==> src/rtl/pipe_ctrl_gen.sv <==
// pipe_ctrl_gen: stall/flush controller for NSTAGE pipeline registers.
// Combinational stall/flush decision from the live requests, plus latched
// deferred flushes, a post-exception redirect sequence and event counters.
module pipe_ctrl_gen #(
  parameter int unsigned        NSTAGE       = 6,
  parameter int unsigned        NSRC         = 4,
  parameter logic [NSRC*4-1:0]  SRC_STAGE    = '0,
  parameter int unsigned        REDIRECT_CYC = 2,
  parameter int unsigned        CNT_W        = 16
) (
  input  logic              clk,
  input  logic              rst,
  input  logic [NSRC-1:0]   stall_req,
  input  logic [NSTAGE-1:0] flush_req,
  input  logic              exc_flush,
  input  logic              mem_refetch,
  input  logic              cnt_clr,
  output logic [NSTAGE-1:0] stall_o,
  output logic [NSTAGE-1:0] flush_o,
  output logic              pc_stall,
  output logic              pc_redirect,
  output logic              busy_redirect,
  output logic [CNT_W-1:0]  stall_cnt,
  output logic [CNT_W-1:0]  exc_cnt
);

  typedef enum logic {IDLE, REDIRECT} state_t;

  state_t            state;
  logic [3:0]        rcnt;
  logic [NSTAGE-1:0] pend;
  logic [NSTAGE-1:0] pend_nxt;
  logic              x;
  logic              s_vld;
  logic [3:0]        s_idx;
  logic [NSTAGE-1:0] freq_eff;
  logic [NSTAGE-1:0] fmask;
  logic [NSTAGE-1:0] stall_c;
  logic [NSTAGE-1:0] flush_c;

  assign x             = exc_flush | mem_refetch;
  assign busy_redirect = (state == REDIRECT);

  // Oldest register index stalled by any active source.
  always_comb begin
    s_vld = 1'b0;
    s_idx = '0;
    for (int unsigned i = 0; i < NSRC; i++) begin
      if (stall_req[i] && (!s_vld || SRC_STAGE[i*4 +: 4] > s_idx)) begin
        s_vld = 1'b1;
        s_idx = SRC_STAGE[i*4 +: 4];
      end
    end
  end

  // Stall/flush decision; flushes younger than the stall point are deferred.
  always_comb begin
    freq_eff    = flush_req | pend;
    freq_eff[0] = 1'b0;
    fmask       = '0;
    pend_nxt    = '0;
    stall_c     = '0;
    flush_c     = '0;
    for (int unsigned j = 0; j < NSTAGE; j++) begin
      if (s_vld && j <= 32'(s_idx))
        stall_c[j] = 1'b1;
      if (s_vld && j == 32'(s_idx) + 1)
        flush_c[j] = 1'b1;
    end
    for (int unsigned k = 1; k < NSTAGE; k++) begin
      if (freq_eff[k]) begin
        if (!s_vld || 32'(s_idx) < k) begin
          for (int unsigned j = 0; j < k; j++)
            fmask[j] = 1'b1;
        end else begin
          pend_nxt[k] = 1'b1;
        end
      end
    end
    stall_c = stall_c & ~fmask;
    flush_c = flush_c | fmask;
    if (state == REDIRECT)
      flush_c[0] = 1'b1;

    if (rst) begin
      stall_o     = '0;
      flush_o     = '1;
      pc_stall    = 1'b0;
      pc_redirect = 1'b0;
    end else if (x) begin
      stall_o     = '0;
      flush_o     = '1;
      pc_stall    = 1'b0;
      pc_redirect = 1'b1;
    end else begin
      stall_o     = stall_c;
      flush_o     = flush_c;
      pc_stall    = s_vld;
      pc_redirect = 1'b0;
    end
  end

  // Redirect sequencer and pending-flush latch.
  always_ff @(posedge clk or posedge rst) begin
    if (rst) begin
      state <= IDLE;
      rcnt  <= '0;
      pend  <= '0;
    end else if (x) begin
      state <= REDIRECT;
      rcnt  <= 4'(REDIRECT_CYC - 1);
      pend  <= '0;
    end else begin
      pend <= pend_nxt;
      if (state == REDIRECT) begin
        if (rcnt == 4'd0)
          state <= IDLE;
        else
          rcnt <= rcnt - 4'd1;
      end
    end
  end

  // Saturating event counters; clear wins over increment.
  always_ff @(posedge clk or posedge rst) begin
    if (rst) begin
      stall_cnt <= '0;
      exc_cnt   <= '0;
    end else if (cnt_clr) begin
      stall_cnt <= '0;
      exc_cnt   <= '0;
    end else begin
      if (pc_stall && stall_cnt != '1)
        stall_cnt <= stall_cnt + 1'b1;
      if (x && exc_cnt != '1)
        exc_cnt <= exc_cnt + 1'b1;
    end
  end

endmodule

==> config.mk <==
export PLATFORM = sky130hd
export DESIGN_NAME = pipe_ctrl_gen
export DESIGN_NICKNAME = d
export VERILOG_FILES = /design/src/rtl/pipe_ctrl_gen.sv
export SDC_FILE = /design/constraint.sdc
export NUM_CORES = 1
export LEC_CHECK = 0
export BUFFER_PORTS_ARGS = -buffer_cell sky130_fd_sc_hd__buf_2
export CAP_MARGIN = 20
export CORE_MARGIN = 3
export CORE_UTILIZATION = 43
export CTS_CLUSTER_DIAMETER = 80
export DETAILED_ROUTE_END_ITERATION = 16
export PLACE_DENSITY = 0.68
export SYNTH_ARGS = -nofsm -noshare
export SYNTH_HDL_FRONTEND = slang
export SYNTH_SLANG_ARGS = --single-unit
==> constraint.sdc <==
create_clock -name clk -period 4.05 [get_ports clk]
set_clock_uncertainty 0.15 [all_clocks]
set_input_delay 0.405 -clock clk [delete_from_list [all_inputs] [get_ports clk]]
set_output_delay 0.405 -clock clk [all_outputs]
set_load 0.005 [all_outputs]
==> summary.txt, run 1 <==
=======================================================================================
Outcome                                                                    complete, no violations
Antenna fix cells                                                                     0
Post-Route WL                                                                   5.20 mm
Cell area power density                                                      263 nW/um2
Signal arrival time at the worst endpoint                                       2010 ps
Unique masters post-synth                                                            37
Largest net degree at the start of global routing                                    39
Number of instances in the synthesized netlist                                      245
Routed wire per std cell                                                        14.2 um
Fillers                                                                             468
Multi-input logic area                                                         1160 um2
Clk buf depth                                                                         2
Clock-pin transition on the worst setup and hold timing paths                     80 ps
Worst slew slack as a fraction of its limit                                       52.4%
Minimum clock period after layout                                               2560 ps
Number of maximum-capacitance constraint violations                                   0
Number of global-route vias before repair                                         1,963
YS warnings                                                                           0
Master cell of the clock root buffer                                       sky130_fd_sc_hd__clkbuf_8
Commonest cells after routing, fill and taps aside                         sky130_fd_sc_hd__buf_2 (56), sky130_fd_sc_hd__dfrtp_1 (37), sky130_fd_sc_hd__a21oi_1 (27)
Final hold viol count                                                                 0
Crit path kind                                                                in -> out
Type of the worst min-delay path                                            in -> async
Number of violations reported at the end of detailed-routing iteration 0            156
Clock latency of the later-clocked register in the worst-skew pair               290 ps
Die boundary width                                                              77.4 um
Placeable core region                                                          4820 um2
Vias per Instance                                                                  5.72
Post-CTS setup-driven buffer insertion count                                          0
Count of hold-fix buffers inserted at cts                                             0
Antenna violations before repair                                                      0
Detailed Place HPWL                                                             3.70 mm
Startpoint Class                                                             input port
Clk sinks                                                                            37
Number of H-tree levels                                                               2
Layout cell share with drive strength beyond 1                                    24.3%
Stage delay of the slowest cell on the critical path                             390 ps
Final setup violation count                                                           0
# DRC                                                                                 0
Aggregate global routing overflow                                                     0
CTS resizes                                                                           0
Max Fanout on Critical Path                                                           4
Routability Congestion                                                            0.809
Standard cell with the maximum stage delay on the critical path            sky130_fd_sc_hd__or3_4
Nets                                                                                317
DR vias                                                                           2,099
Port Buffers                                                                         55
Area growth syn-to-layout                                                         18.1%
Required time worst endpoint                                                    3490 ps
IO Pins                                                                              62
Setup repair after global routing missed its margin                                  no
Post-Place Worst Slack                                                          1480 ps
Global-route wire length before repair                                          9.17 mm
FF/Latch Area                                                                   926 um2
Leakage power                                                                0.00113 uW
TritonCTS Buffers                                                                     5
Total Routing Usage GR                                                            18.6%
Number of pins exceeding their max-slew limit in the final report                     0
Height of the die                                                               77.4 um
Final total negative setup slack                                                   0 ps
Leading cell type in the layout, fill and taps excluded                    sky130_fd_sc_hd__buf_2
Number of detailed-routing iterations run before antenna repair                       4
Slew at the pin closest to its max-slew limit                                    708 ps
Post-layout power                                                                681 uW
Area enclosed by the die boundary                                              5990 um2
Cell Chain, Critical Path                                                  buf_2, or3_4, or2_1, or3_4, or4_1, buf_2
Number of routed nets with antenna violations                                         0
Number of rows in the core area                                                      25
Fin worst setup slack                                                           1490 ps
Mean Syn Cell Area                                                             8.95 um2
Effective utilization at floorplan                                                45.5%
Portion of the post-synthesis area used by sequential elements                    42.2%
Cell area after synthesis                                                      2190 um2
TritonCTS clock tree                                                                yes
Endpoint class of the critical path                                        primary output
Fin crit share                                                                    63.3%
Highest clock rate                                                              390 MHz
Max VDD drop                                                                     177 uV
Setup slack, reg-to-reg                                                         1700 ps
Number of storage elements in the synthesis netlist                                  37
=======================================================================================
## metal layers
| metal | wire, um | vias to the layer above | GRT usage (%) |
|---|---|---|---|
| li1 | - | 1031 | - |
| met1 | 2370 | 1004 | 23.6 |
| met2 | 2490 | 58 | 31.9 |
| met3 | 294 | 6 | 4.41 |
| met4 | 49 | 0 | 4.63 |
| met5 | 0 | - | 0 |
## final cells by class
class	instances	area share (%)
Clock buffer	6	2.80
Multi-Input combinational cell	186	44.9
Inverter	11	1.59
Tap cell	67	3.24
Timing Repair Buffer	58	11.4
Clock inverter	2	0.386
Sequential cell	37	35.7
## worst max-delay path, delay by kind of cell
family / cells / cell delay [ps]
buffers and inverters: 2 / 260
AND/OR/NAND/NOR: 4 / 1350
## report_power, final
group	switching (uW)	total (uW)	internal [uW]
Sequential	5.99	380	374
Clock	127	246	119
Combinational	35.2	55.3	20.1
## logic make-up after synthesis
family / share of synthesized area [%]
buffers and inverters: 5.48
xor gates and xnor gates: 1.20
DFF: 42.2
other: 0.171
adders and majority gates: 1.71
muxes: 3.08
AOI/OAI and AO/OA: 15.5
and+or+nand+nor: 30.7
## final timing paths
check	endpoint	startpoint	cells after the start
max in group asynchronous	exc_cnt[5]	rst	3
min in group clk	rcnt[0]	exc_flush	3
setup / recovery	flush_o[0]	rst	6
hold reg to reg	rcnt[1]	rcnt[1]	2
setup reg to reg	stall_cnt[12]	stall_cnt[7]	4
hold / removal	busy_redirect	rst	3
## cells in the mapped netlist
master	count	area (um2)
sky130_fd_sc_hd__nor4_1	9	56.3
sky130_fd_sc_hd__nor2_1	13	48.8
sky130_fd_sc_hd__o31a_1	1	8.76
sky130_fd_sc_hd__or2_2	1	6.26
sky130_fd_sc_hd__buf_4	5	37.5
sky130_fd_sc_hd__nor2b_1	6	37.5
sky130_fd_sc_hd__o21ai_0	8	40.0
sky130_fd_sc_hd__xnor2_1	1	8.76
sky130_fd_sc_hd__or2_1	2	12.5
sky130_fd_sc_hd__buf_2	3	15.0
sky130_fd_sc_hd__mux2_2	4	45.0
sky130_fd_sc_hd__xor2_1	2	17.5
sky130_fd_sc_hd__ha_1	3	37.5
sky130_fd_sc_hd__a21oi_1	27	135
sky130_fd_sc_hd__nor4_2	1	12.5
sky130_fd_sc_hd__inv_1	11	41.3
sky130_fd_sc_hd__or3_1	9	56.3
sky130_fd_sc_hd__o41ai_1	2	17.5
sky130_fd_sc_hd__and3_1	5	31.3
sky130_fd_sc_hd__mux2_1	2	22.5
sky130_fd_sc_hd__or4_1	18	135
sky130_fd_sc_hd__and4_1	4	35.0
sky130_fd_sc_hd__nor3_1	2	10.0
sky130_fd_sc_hd__or2_0	1	6.26
sky130_fd_sc_hd__nand4_1	11	68.8
sky130_fd_sc_hd__clkbuf_1	7	26.3
sky130_fd_sc_hd__or3_4	2	22.5
sky130_fd_sc_hd__nand2_1	14	52.6
sky130_fd_sc_hd__o31ai_1	15	113
sky130_fd_sc_hd__o311ai_0	1	8.76
sky130_fd_sc_hd__a311oi_1	1	8.76
sky130_fd_sc_hd__dfrtp_1	37	926
sky130_fd_sc_hd__nand3_1	13	65.1
sky130_fd_sc_hd__o211ai_1	1	7.51
sky130_fd_sc_hd__nand3b_1	1	7.51
sky130_fd_sc_hd__conb_1	1	3.75
sky130_fd_sc_hd__nor4b_1	1	8.76
## per-stage QoR
stage / utilization, % / area [um2] / std cells / hold slack (ps)
after floorplan: - / 2210 / 249 / 369
after global placement: 52.0 / 2500 / 358 / 389
after detailed placement: 52.1 / 2510 / 359 / 405
after CTS: 53.8 / 2590 / 367 / 152
after global routing: 53.8 / 2590 / 367 / 191
final: 53.8 / 2590 / 367 / 130
## state kept, by name, indices dropped and copies added, names as in the netlist
| name | count |
|---|---|
| exc_cnt | 16 |
| busy_redirect | 1 |
| stall_cnt | 16 |
| rcnt | 4 |
Note: power is estimated with default switching activity, not from simulation.
==> run 2, diff against run 1 <==
--- a/config.mk
+++ b/config.mk
@@ -5,13 +5,14 @@
 export SDC_FILE = /design/constraint.sdc
 export NUM_CORES = 1
 export LEC_CHECK = 0
+export ABC_AREA = 1
 export BUFFER_PORTS_ARGS = -buffer_cell sky130_fd_sc_hd__buf_2
 export CAP_MARGIN = 20
 export CORE_MARGIN = 3
 export CORE_UTILIZATION = 43
 export CTS_CLUSTER_DIAMETER = 80
 export DETAILED_ROUTE_END_ITERATION = 16
-export PLACE_DENSITY = 0.68
+export PLACE_DENSITY = 0.69
 export SYNTH_ARGS = -nofsm -noshare
 export SYNTH_HDL_FRONTEND = slang
 export SYNTH_SLANG_ARGS = --single-unit
==> constraint.sdc (replaced) <==
create_clock -name clk -period 2.3 [get_ports clk]
set_clock_uncertainty 0.15 [all_clocks]
set_input_delay 0.23 -clock clk [delete_from_list [all_inputs] [get_ports clk]]
set_output_delay 0.23 -clock clk [all_outputs]
set_load 0.005 [all_outputs]
==> run 2 against run 1 <==
Effect of this change: die area up 15%; hold slack better by 61 ps; via count grew 20%; routed wire length increased by 19%; power is 86% higher; combinational power grew 140%; clock-buffer cell count unchanged; critical endpoint is now flush_o[3]; largest cell class unchanged; highest routed layer unchanged.
==> summary.txt, run 2 <==
=======================================================================================
Type of the worst min-delay path                                              in -> reg
Post-Route WL                                                                   6.20 mm
Number of storage elements in the synthesis netlist                                  37
Post-CTS setup-driven buffer insertion count                                          0
Cell type contributing the most total cell area after synthesis            sky130_fd_sc_hd__dfrtp_1
IO Pins                                                                              62
Startpoint Class                                                             input port
Share of the synthesized area in the top cell type                                36.3%
Clock latency of the later-clocked register in the worst-skew pair               300 ps
Highest clock rate                                                              488 MHz
Setup slack, reg-to-reg                                                          490 ps
Max Fanout on Critical Path                                                          38
Mean Syn Cell Area                                                             6.68 um2
TritonCTS Buffers                                                                     5
Signal arrival time at the worst endpoint                                       1670 ps
Post-Place Worst Slack                                                           478 ps
Number of pins exceeding their max-slew limit in the final report                     0
Main area contributors after synthesis                                     sky130_fd_sc_hd__dfrtp_1 (36%), sky130_fd_sc_hd__nand2_1 (19%), sky130_fd_sc_hd__nand3_1 (11%)
Antenna fix cells                                                                     0
Effective utilization at floorplan                                                45.5%
Highest routed layer                                                               met4
Clock-pin transition on the worst setup and hold timing paths                     70 ps
Nets                                                                                462
Setup repair after global routing missed its margin                                  no
Crit path kind                                                                in -> out
Number of enable flip-flop cells after synthesis                                      0
Unique masters post-synth                                                            29
Leading cell type in the layout, fill and taps excluded                    sky130_fd_sc_hd__nand2_1
Number of violations reported at the end of detailed-routing iteration 0             90
Height of the die                                                               83.0 um
Async set-reset flop share out of synthesis                                        100%
Number of global-route vias before repair                                         2,463
Routability Congestion                                                            0.818
Number of maximum-capacitance constraint violations                                   0
Vias per Instance                                                                  4.89
Number of routed nets with antenna violations                                         0
YS warnings                                                                           0
Placeable core region                                                          5610 um2
Commonest cells after routing, fill and taps aside                         sky130_fd_sc_hd__nand2_1 (127), sky130_fd_sc_hd__buf_2 (55), sky130_fd_sc_hd__nand3_1 (54)
Detailed Place HPWL                                                             4.64 mm
Most common library cells after synthesis                                  sky130_fd_sc_hd__nand2_1 (127), sky130_fd_sc_hd__nand3_1 (54), sky130_fd_sc_hd__inv_1 (48)
Area growth syn-to-layout                                                         17.3%
Most used flip-flop cell after synthesis                                   sky130_fd_sc_hd__dfrtp_1
Number of H-tree levels                                                               2
Final setup violation count                                                           0
Number of instances in the synthesized netlist                                      382
Portion of the post-synthesis area used by sequential elements                    36.3%
Registers with the most flip-flops                                         exc_cnt x16, stall_cnt x16, rcnt x4
DR vias                                                                           2,527
Max VDD drop                                                                     213 uV
Clk sinks                                                                            37
Fillers                                                                             579
Master cell of the clock root buffer                                       sky130_fd_sc_hd__clkbuf_8
Layout cell share with drive strength beyond 1                                    19.6%
Outcome                                                                    complete, no violations
Endpoint class of the critical path                                        primary output
Clk buf depth                                                                         2
Area enclosed by the die boundary                                              6890 um2
Routed wire per std cell                                                        12.0 um
M1 WL                                                                           2.69 mm
Total Routing Usage GR                                                            18.9%
TritonCTS clock tree                                                                yes
Largest net degree at the start of global routing                                    39
Number of rows in the core area                                                      27
Cell area after synthesis                                                      2550 um2
# DRC                                                                                 0
Aggregate global routing overflow                                                     0
Die boundary width                                                              83.0 um
Length of routed met3 wiring                                                     267 um
Required time worst endpoint                                                    1920 ps
Minimum clock period after layout                                               2050 ps
Final total negative setup slack                                                   0 ps
Global-route wire length before repair                                          10.9 mm
Number of detailed-routing iterations run before antenna repair                       4
Leakage power                                                                0.00160 uW
Antenna violations before repair                                                      0
Met2 routed WL                                                                  3.17 mm
Fin worst setup slack                                                            249 ps
Fin crit share                                                                    89.2%
Cell area power density                                                      423 nW/um2
Final hold viol count                                                                 0
Leading cell type by number of instances after synthesis                   sky130_fd_sc_hd__nand2_1
Post-layout util                                                                  53.3%
Port Buffers                                                                         55
=======================================================================================
==> run 2: cell types whose count changed after synthesis, sizes merged, moves of 7 or more <==
cell	previous run	this run
nand3	13	54
or4	18	0
a21oi	27	4
xor2	2	9
o21ai	8	15
inv	11	50
nor2	13	51
o31ai	15	0
or3	11	0
nand2	14	131
nor4	10	0
==> run 2: area by class of cell <==
type / count / area [um2] / area share [%]
Sequential cell: 37 / 926 / 30.9
Clock buffer: 6 / 72.6 / 2.43
Tap cell: 72 / 90.1 / 3.01
Inverter: 50 / 188 / 6.27
Multi-Input combinational cell: 289 / 1380 / 46.2
Clock inverter: 2 / 10.0 / 0.335
Timing Repair Buffer: 61 / 323 / 10.8
==> run 2: logic make-up (layout without fill, tap and decap cells) <==
group	count (synthesis)	count (layout)	share of synthesized area, %
DFF	37	37	36.3
AOI/OAI and AO/OA	20	20	4.12
xor gates and xnor gates	10	10	3.43
and+or+nand+nor	251	251	44.5
other	1	5	0.147
adders and majority gates	3	3	1.47
buffers and inverters	60	119	10.1
==> run 2: layer usage <==
layer	track usage, %	vias to the layer above
li1	-	1319
met1	21.8	1156
met2	34.6	45
met3	4.07	7
met4	5.50	0
met5	0	-
==> run 2: worst paths after layout <==
| path | start | to | cells past startpoint |
|---|---|---|---|
| worst max-delay path | rst | flush_o[3] | 6 |
| worst min-delay path | exc_flush | rcnt[2] | 5 |
| worst max register to register | stall_cnt[0] | stall_cnt[14] | 7 |
| worst min register to register | rcnt[3] | rcnt[3] | 1 |
| max in group asynchronous | rst | exc_cnt[11] | 4 |
| min in group asynchronous | rst | stall_cnt[12] | 4 |
==> run 2: worst max-delay path: stages <==
cell                            delay (ps)
sky130_fd_sc_hd__dlygate4sd3_1         540
sky130_fd_sc_hd__buf_2                 130
sky130_fd_sc_hd__inv_1                  70
sky130_fd_sc_hd__buf_4                 430
sky130_fd_sc_hd__nand3_1               130
sky130_fd_sc_hd__buf_2                 150
==> run 2: what timing repair did <==
action / in CTS / in global routing
hold endpoints to repair: 37 / 0
resized for setup: 0 / 0
hold buffers: 1 / 0
setup endpoints to repair: 0 / 0
==> run 2: where the power goes <==
part,switching (uW),internal [uW],leakage [uW]
clock network,250,210,0.0000450
registers,11.0,661,0.000505
logic,88.2,46.1,0.00105
==> run 2: per-stage QoR <==
stage | cells | power, uW | instance area, um2 | hold WS (ps)
global route | 517 | 1330 | 2990 | 214
detailed placement | 508 | 821 | 2900 | 280
CTS | 517 | 1280 | 2990 | 192
global placement | 508 | 817 | 2900 | 260
finish | 517 | 1270 | 2990 | 191
floorplan | 386 | 775 | 2560 | 231
